`src/rtl/minesweeper_pkg.sv`:
```
// Board geometry, placer state encoding and cell-index helpers
// shared by the minesweeper datapath, ALU and display blocks.
package minesweeper_pkg;

    localparam int BOARD_W = 5;
    localparam int BOARD_H = 5;
    localparam int CELLS   = BOARD_W * BOARD_H;
    localparam int IDX_W   = 5;
    localparam int ADJ_W   = 4;
    localparam int LFSR_W  = 8;

    typedef enum logic [2:0] {
        IDLE,
        CLEAR,
        PICK,
        ADJ,
        DONE
    } place_state_e;

    function automatic int idx_row(input logic [IDX_W-1:0] idx);
        return int'(idx) / BOARD_W;
    endfunction

    function automatic int idx_col(input logic [IDX_W-1:0] idx);
        return int'(idx) % BOARD_W;
    endfunction

    function automatic logic in_board(input int row, input int col);
        return (row >= 0) && (row < BOARD_H) &&
               (col >= 0) && (col < BOARD_W);
    endfunction

endpackage

```
`src/rtl/mine_placer_if.sv`:
```
// Command/status and cell read port between the main FSM (master)
// and the mine placer (slave).
interface mine_placer_if;
    import minesweeper_pkg::*;

    logic             start;
    logic             place_done;
    logic             busy;
    logic [CELLS-1:0] mine_map;
    logic [IDX_W-1:0] rd_addr;
    logic             rd_mine;
    logic [ADJ_W-1:0] rd_adj;

    modport master (
        output start, rd_addr,
        input  place_done, busy, mine_map, rd_mine, rd_adj
    );

    modport slave (
        input  start, rd_addr,
        output place_done, busy, mine_map, rd_mine, rd_adj
    );

endinterface

```
`src/rtl/mine_lfsr.sv`:
```
// 8-bit Fibonacci LFSR, x^8+x^6+x^5+x^4+1, period 255.
// A zero seed would lock up, so it is replaced by 1.
module mine_lfsr
    import minesweeper_pkg::*;
#(
    parameter logic [LFSR_W-1:0] SEED = 8'hA5
) (
    input  logic              clka,
    input  logic              restart_n,
    input  logic              step_i,
    output logic [LFSR_W-1:0] lfsr_o
);

    localparam logic [LFSR_W-1:0] SEED_EFF =
        (SEED == '0) ? LFSR_W'(1) : SEED;

    logic [LFSR_W-1:0] lfsr_q, lfsr_d;

    always_comb begin
        lfsr_d = lfsr_q;
        if (step_i) begin
            lfsr_d = {lfsr_q[6:0],
                      lfsr_q[7] ^ lfsr_q[5] ^ lfsr_q[4] ^ lfsr_q[3]};
        end
    end

    always_ff @(posedge clka) begin
        if (!restart_n) lfsr_q <= SEED_EFF;
        else            lfsr_q <= lfsr_d;
    end

    assign lfsr_o = lfsr_q;

endmodule

```
`src/rtl/mine_placer.sv`:
```
// Places NUM_MINES distinct mines from an LFSR, then fills the
// per-cell adjacency file; cells are read back through a registered port.
module mine_placer
    import minesweeper_pkg::*;
#(
    parameter int                NUM_MINES = 4,
    parameter logic [LFSR_W-1:0] SEED      = 8'hA5
) (
    input  logic          clka,
    input  logic          restart_n,
    mine_placer_if.slave  bus
);

    if (NUM_MINES < 1 || NUM_MINES > CELLS - 1) begin : g_bad_mines
        $error("mine_placer: NUM_MINES out of range 1..CELLS-1");
    end

    localparam logic [IDX_W-1:0] LAST   = IDX_W'(CELLS - 1);
    localparam logic [IDX_W-1:0] TARGET = IDX_W'(NUM_MINES);

    place_state_e state_q, state_d;

    logic [LFSR_W-1:0] lfsr;
    logic [IDX_W-1:0]  cand;
    logic              cand_ok;
    logic              unused_lfsr;

    logic [IDX_W-1:0]  idx_q, idx_d;
    logic [IDX_W-1:0]  cnt_q, cnt_d, cnt_inc;
    logic [CELLS-1:0]  map_q, map_d;
    logic [ADJ_W-1:0]  adj_q [CELLS];
    logic [ADJ_W-1:0]  nsum;
    logic              adj_we, adj_clr;

    logic              done_q, busy_q;
    logic              rd_ok;
    logic              rd_mine_q;
    logic [ADJ_W-1:0]  rd_adj_q;

    mine_lfsr #(.SEED(SEED)) u_lfsr (
        .clka      (clka),
        .restart_n (restart_n),
        .step_i    (1'b1),
        .lfsr_o    (lfsr)
    );

    assign cand        = lfsr[IDX_W-1:0];
    assign unused_lfsr = ^lfsr[LFSR_W-1:IDX_W];
    assign cand_ok     = (int'(cand) < CELLS) && !map_q[cand];
    assign cnt_inc     = cnt_q + 1'b1;

    // Neighbour count of idx_q, clipped at the board edges (no wrap).
    always_comb begin
        int r;
        int c;
        r    = 0;
        c    = 0;
        nsum = '0;
        for (int dr = -1; dr <= 1; dr++) begin
            for (int dc = -1; dc <= 1; dc++) begin
                r = idx_row(idx_q) + dr;
                c = idx_col(idx_q) + dc;
                if ((dr != 0 || dc != 0) && in_board(r, c)) begin
                    nsum = nsum +
                        ADJ_W'(map_q[IDX_W'(r * BOARD_W + c)]);
                end
            end
        end
    end

    always_comb begin
        state_d = state_q;
        idx_d   = idx_q;
        cnt_d   = cnt_q;
        map_d   = map_q;
        adj_we  = 1'b0;
        adj_clr = 1'b0;
        unique case (state_q)
            IDLE: ;
            CLEAR: begin
                map_d   = '0;
                cnt_d   = '0;
                idx_d   = '0;
                adj_clr = 1'b1;
                state_d = PICK;
            end
            PICK: begin
                if (cand_ok) begin
                    map_d[cand] = 1'b1;
                    cnt_d       = cnt_inc;
                    if (cnt_inc == TARGET) begin
                        idx_d   = '0;
                        state_d = ADJ;
                    end
                end
            end
            ADJ: begin
                adj_we = 1'b1;
                idx_d  = idx_q + 1'b1;
                if (idx_q == LAST) state_d = DONE;
            end
            DONE: ;
            default: state_d = IDLE;
        endcase
        if (bus.start) state_d = CLEAR;
    end

    always_ff @(posedge clka) begin
        if (!restart_n) state_q <= IDLE;
        else            state_q <= state_d;
    end

    always_ff @(posedge clka) begin
        if (!restart_n) begin
            idx_q  <= '0;
            cnt_q  <= '0;
            map_q  <= '0;
            done_q <= 1'b0;
            busy_q <= 1'b0;
        end else begin
            idx_q  <= idx_d;
            cnt_q  <= cnt_d;
            map_q  <= map_d;
            done_q <= (state_d == DONE);
            busy_q <= (state_d == CLEAR) ||
                      (state_d == PICK)  ||
                      (state_d == ADJ);
        end
    end

    always_ff @(posedge clka) begin
        if (!restart_n || adj_clr) begin
            for (int i = 0; i < CELLS; i++) adj_q[i] <= '0;
        end else if (adj_we) begin
            adj_q[idx_q] <= nsum;
        end
    end

    assign rd_ok = int'(bus.rd_addr) < CELLS;

    always_ff @(posedge clka) begin
        if (!restart_n) begin
            rd_mine_q <= 1'b0;
            rd_adj_q  <= '0;
        end else begin
            rd_mine_q <= rd_ok && map_q[bus.rd_addr];
            rd_adj_q  <= rd_ok ? adj_q[bus.rd_addr] : '0;
        end
    end

    assign bus.place_done = done_q;
    assign bus.busy       = busy_q;
    assign bus.mine_map   = map_q;
    assign bus.rd_mine    = rd_mine_q;
    assign bus.rd_adj     = rd_adj_q;

endmodule

```
`src/flat_wrapper.sv`:
```
// flat-port wrapper written by rule: the top's interface ports become plain ports
module mine_placer_flat import minesweeper_pkg::*;
#(
    parameter int                NUM_MINES = 4,
    parameter logic [LFSR_W-1:0] SEED      = 8'hA5
)
  (clka, restart_n, bus_start, bus_rd_addr, bus_place_done, bus_busy, bus_mine_map, bus_rd_mine, bus_rd_adj);
  mine_placer_if bus_i ();
  input  logic clka;
  input  logic restart_n;
  input wire logic [$bits(bus_i.start)-1:0] bus_start;
  input wire logic [$bits(bus_i.rd_addr)-1:0] bus_rd_addr;
  output wire logic [$bits(bus_i.place_done)-1:0] bus_place_done;
  output wire logic [$bits(bus_i.busy)-1:0] bus_busy;
  output wire logic [$bits(bus_i.mine_map)-1:0] bus_mine_map;
  output wire logic [$bits(bus_i.rd_mine)-1:0] bus_rd_mine;
  output wire logic [$bits(bus_i.rd_adj)-1:0] bus_rd_adj;
  assign bus_i.start = bus_start;
  assign bus_i.rd_addr = bus_rd_addr;
  assign bus_place_done = bus_i.place_done;
  assign bus_busy = bus_i.busy;
  assign bus_mine_map = bus_i.mine_map;
  assign bus_rd_mine = bus_i.rd_mine;
  assign bus_rd_adj = bus_i.rd_adj;
  mine_placer #(.NUM_MINES(NUM_MINES), .SEED(SEED)) u_core (.clka(clka), .restart_n(restart_n), .bus(bus_i));
endmodule
```
`config.mk`:
```
export PLATFORM = sky130hd
export DESIGN_NAME = mine_placer_flat
export DESIGN_NICKNAME = d
export VERILOG_FILES = /design/src/rtl/minesweeper_pkg.sv /design/src/rtl/mine_placer_if.sv /design/src/rtl/mine_lfsr.sv /design/src/rtl/mine_placer.sv /design/src/flat_wrapper.sv
export SDC_FILE = /design/constraint.sdc
export NUM_CORES = 1
export LEC_CHECK = 0
export CORE_MARGIN = 2
export CORE_UTILIZATION = 50
export DETAILED_ROUTE_END_ITERATION = 12
export PLACE_DENSITY = 0.76
export RECOVER_POWER = 50
export SYNTH_ARGS = -nofsm -noshare
export SYNTH_HDL_FRONTEND = slang
export SYNTH_SLANG_ARGS = --single-unit
```
`constraint.sdc`:
```
create_clock -name clka -period 9.8 [get_ports clka]
set_input_delay 1.96 -clock clka [delete_from_list [all_inputs] [get_ports clka]]
set_output_delay 1.96 -clock clka [all_outputs]
set_load 0.03 [all_outputs]
```
==> flow_summary.yaml, run 1 <==
status:
  status: "finished with violations"
  violations: "capacitance limit, slew limit"
routing:
  ant_nets: 0
  drt-total-wl_um: 32800
  viasPerCell: 6.35
  num_vias: 9685
  drtPass1Iterations: 5
  drc: 0
  dr.first_iter.drc_count: 1098
  post_drt_wl_per_cell_um: 21.5
sta:
  rsz0062_at_grt: "true"
  max-slew-margin-rel_pct: -118
  hold_viol_final: 0
  min_period_ns: 9.73
  tightestPinTransition_ns: 3.27
  finClkSkew_ns: 0.0189
  tns_ns: 0
  fmax_mhz: 103
  timing.final.crit_share_pct: 99.3
  hold_slack_ns: 0.408
  drv_slew: 66
  setup_viol: 0
flow_run:
  drv_cap: 2
worst_hold_path:
  min_to: "u_core.u_lfsr.lfsr_o[7]"
  holdCritStartpoint: "u_core.u_lfsr.lfsr_o[6]"
  hold-path-cell-count: 1
  hold_path.class: "register to register"
critical_path:
  reg2reg_to: "u_core.adj_q[22][3]"
  end_kind: "register"
  critPathRequiredTime_ns: 9.99
  arrival_ns: 9.92
  critPathMaxStageDelay_ns: 0.54
  worstSetupPathType: "register to register"
  cp_slowest_cell: "mux4_2"
  cp_common_cell: "ha_4"
  rr_worst_depth: 50
  r2r_setup_slack_ns: 0.07
  r2r-start: "u_core.idx_q[2]"
  critPathLaunchType: "register"
  crit_fanout: 7
yosys:
  yosysMostFrequentCell: "nor2_1"
  synth-edff-count: 128
  yosysSeqAreaShare_pct: 40.0
  syn_area_um2: 12300
  synthFlopType: "edfxtp_1"
  postSynthAreaPerCell_um2: 11.1
  syn_inst: 1106
  synth.distinct_cells: 96
  ys_ff_latch: 181
  ys_top_cells_by_area: "edfxtp_1 31%, mux4_2 15%, dfxtp_1 8.7%"
  async_reset_ff_share_pct: 0
  yosysWarnings: 0
  synth_commonest_cells: "152 x nor2_1, 128 x edfxtp_1, 100 x nand2_1"
  synth_nets: 1177
  synth_top_area_cell: "edfxtp_1"
  synth_top_area_share_pct: 31.4
die:
  fp.dieH_um: 161
  fp.dieW_um: 161
  initial_core_util_pct: 50.7
  num_rows: 57
  pin_count: 40
  core_area_um2: 24200
  dieArea_um2: 25800
global_route:
  grt_pass1_vias: 9345
  grt_max_degree: 40
  grt.overflow.total: 0
  grt_usage_pct: 25.1
  grt_first_pass_wirelength_um: 51200
  antenna_found_initial: 0
pwr:
  netSwitchingPower_mw: 0.418
  irDropWorstVdd_uv: 137
  powerDensity_nw_per_um2: 116
  power_mw: 1.68
  internal_power_mw: 1.27
  netSwitchingFraction_pct: 24.8
  p_leak_nw: 5.30
  p_seq_share_pct: 51.3
  clkPwrFrac_pct: 40.8
  comb_power_share_pct: 7.9
clocking:
  cts_tree: "yes"
  clk_pin_slew_ns: 0.07
  clk_latency_ns: 0.44
  h-tree-depth: 4
  clkSinkCount: 181
  clock_path_buffers: 2
  root_buffer: "clkbuf_16"
  cts_buffers: 17
cells_and_area:
  fin_area_um2: 14500
  fin_nets: 1259
  syn_to_final_growth_pct: 18.4
  diodes: 0
  drive_above_1_share_pct: 27.4
  n_fill_cell: 1873
placed_design:
  dp_hpwl_um: 23300
  placed_area_um2: 13500
  gp_congestion: 0.913
  port_buffers: 39
metrics by stage:
stage	utilization (%)	instances	setup slack, ns
after floorplan	-	1106	0.0297
after global placement	55.8	1473	0.0179
after detailed placement	55.8	1473	-0.268
after CTS	58.4	1507	0.0125
after global routing	60.0	1525	-0.268
final	60.0	1525	0.0709
per-layer routing:
metal | wire length [um] | global-route usage, % | up-vias
li1 | - | - | 4309
met1 | 13400 | 34.9 | 4782
met2 | 15800 | 40.4 | 510
met3 | 2510 | 3.23 | 84
met4 | 1140 | 9.87 | 0
met5 | 0 | 0 | -
final cells by class:
cell class	count	area, um^2	area share, %
Multi-Input combinational cell	845	7450	51.3
Sequential cell	181	4910	33.8
Timing Repair Buffer	120	1050	7.27
Clock buffer	17	425	2.93
Tap cell	324	405	2.79
Clock inverter	15	166	1.15
Inverter	23	98.8	0.681
critical path, delay by kind of cell, from the launching register on:
| family | cells | cell delay, ns |
|---|---|---|
| AND/OR/NAND/NOR | 16 | 2.90 |
| adder cells (fa/ha/maj) | 11 | 2.52 |
| AO/OA/AOI/OAI | 8 | 1.29 |
| multiplexers | 3 | 0.87 |
| XOR/XNOR | 5 | 0.83 |
| buffers and inverters | 7 | 0.67 |
| flip-flops | 1 | 0.36 |
state kept, by name, summed over array words and instances (netlist names):
name / count
u_core.bus.rd_adj: 4
u_core.bus.rd_mine: 1
u_core.u_lfsr.lfsr_o: 8
u_core.bus.mine_map: 25
u_core.bus.place_done: 1
u_core.bus.busy: 1
u_core.cnt_q: 5
u_core.state_q: 3
u_core.idx_q: 5
u_core.adj_q: 128
logic make-up after synthesis:
kind of cell               count (synthesis)  synth area share (%)
AOI/OAI and AO/OA                        170                  10.3
and+or+nand+nor                          421                  16.6
xor gates and xnor gates                  60                  4.52
DFF                                      181                  40.0
adders and majority gates                 68                  7.09
muxes                                    126                  18.6
buffers and inverters                     80                  2.80
worst max path at each step:
stage | from | to | slack (ns) | cells past startpoint
floorplan | u_core.idx_q[3] | u_core.adj_q[25][3] | 0.03 | 50
global placement | u_core.idx_q[2] | u_core.adj_q[15][3] | 0.02 | 50
detailed placement | u_core.idx_q[2] | u_core.adj_q[14][3] | -0.27 | 50
CTS | u_core.idx_q[2] | u_core.adj_q[14][3] | 0.01 | 50
global route | u_core.idx_q[2] | u_core.adj_q[22][3] | -0.27 | 51
finish | u_core.idx_q[2] | u_core.adj_q[22][3] | 0.07 | 50
power by group through the flow:
stage          combinational (mW)  clock [mW]  sequential, mW
6_report                    0.133       0.688           0.863
5_1_grt                     0.141       0.717           0.866
4_1_cts                     0.130       0.688           0.863
3_5_place_dp                0.129           0           0.880
3_3_place_gp                0.127           0           0.878
2_1_floorplan              0.0956           0           0.873
what timing repair did:
action | in CTS | in global routing
resized for setup | 4 | 43
hold buffers | 0 | 0
buffers inserted | 2 | 17
hold endpoints to repair | 0 | 0
pin swaps | 3 | 31
cloned | 0 | 1
endpoints found under the setup margin | 76 | 123
cells in the final DEF, fill, tap and decap left out, types with 12 or more instances in the layout:
master         count
ha_1              43
nand2_1           97
edfxtp_1         128
and3_1            14
nor3_1            33
xnor2_1           35
inv_1             15
nor2b_1           12
ha_4              14
nand3_1           17
a21oi_1           55
mux4_2            80
dlygate4sd3_1     33
dfxtp_1           50
mux2i_1           28
o21ai_0           18
clkbuf_16         18
xor2_1            15
buf_4             72
nor2_2            20
nor2_1           150
No activity file was read; power rests on OpenSTA's default activity.
==> inputs of run 2 (changes only) <==
--- a/config.mk
+++ b/config.mk
@@ -8,8 +8,9 @@
 export CORE_MARGIN = 2
 export CORE_UTILIZATION = 50
 export DETAILED_ROUTE_END_ITERATION = 12
-export PLACE_DENSITY = 0.76
+export PLACE_DENSITY = 0.79
 export RECOVER_POWER = 50
+export SLEW_MARGIN = 20
 export SYNTH_ARGS = -nofsm -noshare
 export SYNTH_HDL_FRONTEND = slang
 export SYNTH_SLANG_ARGS = --single-unit
==> run 2 against run 1 <==
  * The run still ends with capacitance limit, slew limit left
  * Core utilization increased by 1.5 points
  * Combinational power is essentially flat
  * Clock skew fell by 0.0057 ns
  * Die area is the same
  * Flip-flop and latch count did not move
  * Non-clock buffer count up 28
  * Routed wire length rose by 3.9%
  * Critical path type unchanged
  * Largest power group unchanged
==> flow_summary.yaml, run 2 (synthesized netlist as in run 1, its figures left out) <==
sta:
  hold_slack_ns: 0.432
  fmax_mhz: 103
  finClkSkew_ns: 0.0132
  tightestPinTransition_ns: 3.22
  setup_ws_ns: 0.0859
  min_period_ns: 9.71
  timing.final.crit_share_pct: 99.1
  drv_slew: 66
  hold_viol_final: 0
  rsz0062_at_grt: "true"
  setup_viol: 0
  max-slew-margin-rel_pct: -115
pwr:
  powerDensity_nw_per_um2: 116
  p_leak_nw: 5.49
  irDropWorstVdd_uv: 116
cells_and_area:
  top_register: "u_core.adj_q"
  largest_reg_flops: 128
  n_fill_cell: 1793
  fin_area_um2: 14900
  drive_above_1_share_pct: 29.8
  layout_commonest_cell: "nor2_1"
  syn_to_final_growth_pct: 21.3
  diodes: 0
  fin_nets: 1288
  register_area_um2: 4910
  multiInputGateArea_um2: 7560
  fin_cells: 1554
  mostFrequentLayoutCells: "150 x nor2_1, 128 x edfxtp_1, 100 x buf_4, 97 x nand2_1, 80 x mux4_2"
routing:
  viasPerCell: 6.30
  dr.first_iter.drc_count: 1112
  drc: 0
  ant_nets: 0
  post_drt_wl_per_cell_um: 21.9
  num_vias: 9796
  drt-total-wl_um: 34100
  drtPass1Iterations: 6
placed_design:
  port_buffers: 39
  gp_congestion: 0.937
  dp_hpwl_um: 23600
  placed_area_um2: 13700
  place_inst: 1497
  dp_slack_ns: -0.585
global_route:
  grt_pass1_vias: 9333
  gr-usage-met3_pct: 4.47
  antenna_found_initial: 0
  use_met2_pct: 43.3
  grt.overflow.total: 0
  grt_usage_pct: 26.3
  grt_util_met1_pct: 36.3
  grt_max_degree: 40
  grt_first_pass_wirelength_um: 52700
  top_usage_layer: "met2"
critical_path:
  critPathMaxStageDelay_ns: 0.54
  end_kind: "register"
  critPathRequiredTime_ns: 9.99
  cp_common_cell: "ha_4"
  cp_slowest_cell: "mux4_2"
  crit_fanout: 4
  worstSetupPathType: "register to register"
  critPathLaunchType: "register"
  arrival_ns: 9.90
die:
  fp.dieH_um: 161
  pin_count: 40
  dieArea_um2: 25800
  num_rows: 57
  initial_core_util_pct: 50.7
  core_area_um2: 24200
  fp.dieW_um: 161
clocking:
  postCtsHoldBufs: 0
  root_buffer: "clkbuf_16"
  clk_latency_ns: 0.45
  clock_path_buffers: 2
  clkSinkCount: 181
  cts_tree: "yes"
  clk_pin_slew_ns: 0.08
  cts_buffers: 17
  h-tree-depth: 4
status:
  violations: "capacitance limit, slew limit"
  status: "finished with violations"
worst_hold_path:
  hold_path.class: "register to register"
flow_run:
  drv_cap: 2
==> run 2: worst paths after layout <==
kind,startpoint,end,slack (ns),cells past startpoint
max,u_core.idx_q[4],u_core.adj_q[19][3],0.09,50
min,u_core.u_lfsr.lfsr_o[6],u_core.u_lfsr.lfsr_o[7],0.43,1
max reg2reg,u_core.idx_q[4],u_core.adj_q[19][3],0.09,50
min reg2reg,u_core.u_lfsr.lfsr_o[6],u_core.u_lfsr.lfsr_o[7],0.43,1
==> run 2: power by group <==
part           switching, mW  internal [mW]  total [mW]
registers             0.0194          0.845       0.864
logic                 0.0738         0.0596       0.133
clock network          0.330          0.391       0.721
total                  0.423           1.30        1.72
==> run 2: per-layer routing <==
metal,vias to the layer above,part of all wire (%)
li1,4384,-
met1,4837,40
met2,503,49
met3,72,8.0
met4,0,2.7
met5,-,0
==> run 2: critical path: cells and delay by family (launching register included) <==
family          cells  cell delay [ns]
flops               1             0.33
simple gates       18             3.19
buf+inv             5             0.51
fa+ha+maj          11             2.44
compound gates      8             1.31
xor+xnor            5             0.78
mux                 3             0.85
==> run 2: final cells by class <==
cell class / instances / share of cell area [%]
Clock buffer: 17 / 2.86
Sequential cell: 181 / 33.0
Tap cell: 324 / 2.73
Timing Repair Buffer: 148 / 8.53
Multi-Input combinational cell: 846 / 50.8
Inverter: 23 / 0.699
Clock inverter: 15 / 1.33
==> run 2: repair_timing <==
item                       4_1_cts  5_1_grt
setup endpoints to repair       32       96
buffers inserted                 7       16
gates resized for setup         18       45
pin swaps                       13       26
cloned                           2        0
==> run 2: metrics by stage <==
stage,setup TNS (ns),power (mW),utilization (%)
after floorplan,0,0.969,-
after global placement,-2.46,1.00,56.5
after detailed placement,-14.71,1.01,56.5
after CTS,0,1.71,59.9
after global routing,-6.57,1.76,61.5
final,0,1.72,61.5
==> inputs of run 3 (changes only) <==
--- a/config.mk
+++ b/config.mk
@@ -5,8 +5,10 @@
 export SDC_FILE = /design/constraint.sdc
 export NUM_CORES = 1
 export LEC_CHECK = 0
+export ABC_AREA = 0
 export CORE_MARGIN = 2
 export CORE_UTILIZATION = 50
+export CTS_CLUSTER_DIAMETER = 50
 export DETAILED_ROUTE_END_ITERATION = 12
 export PLACE_DENSITY = 0.79
 export RECOVER_POWER = 50
==> results of run 3 <==
Final layout, timing and power as in run 2 (identical DEF).
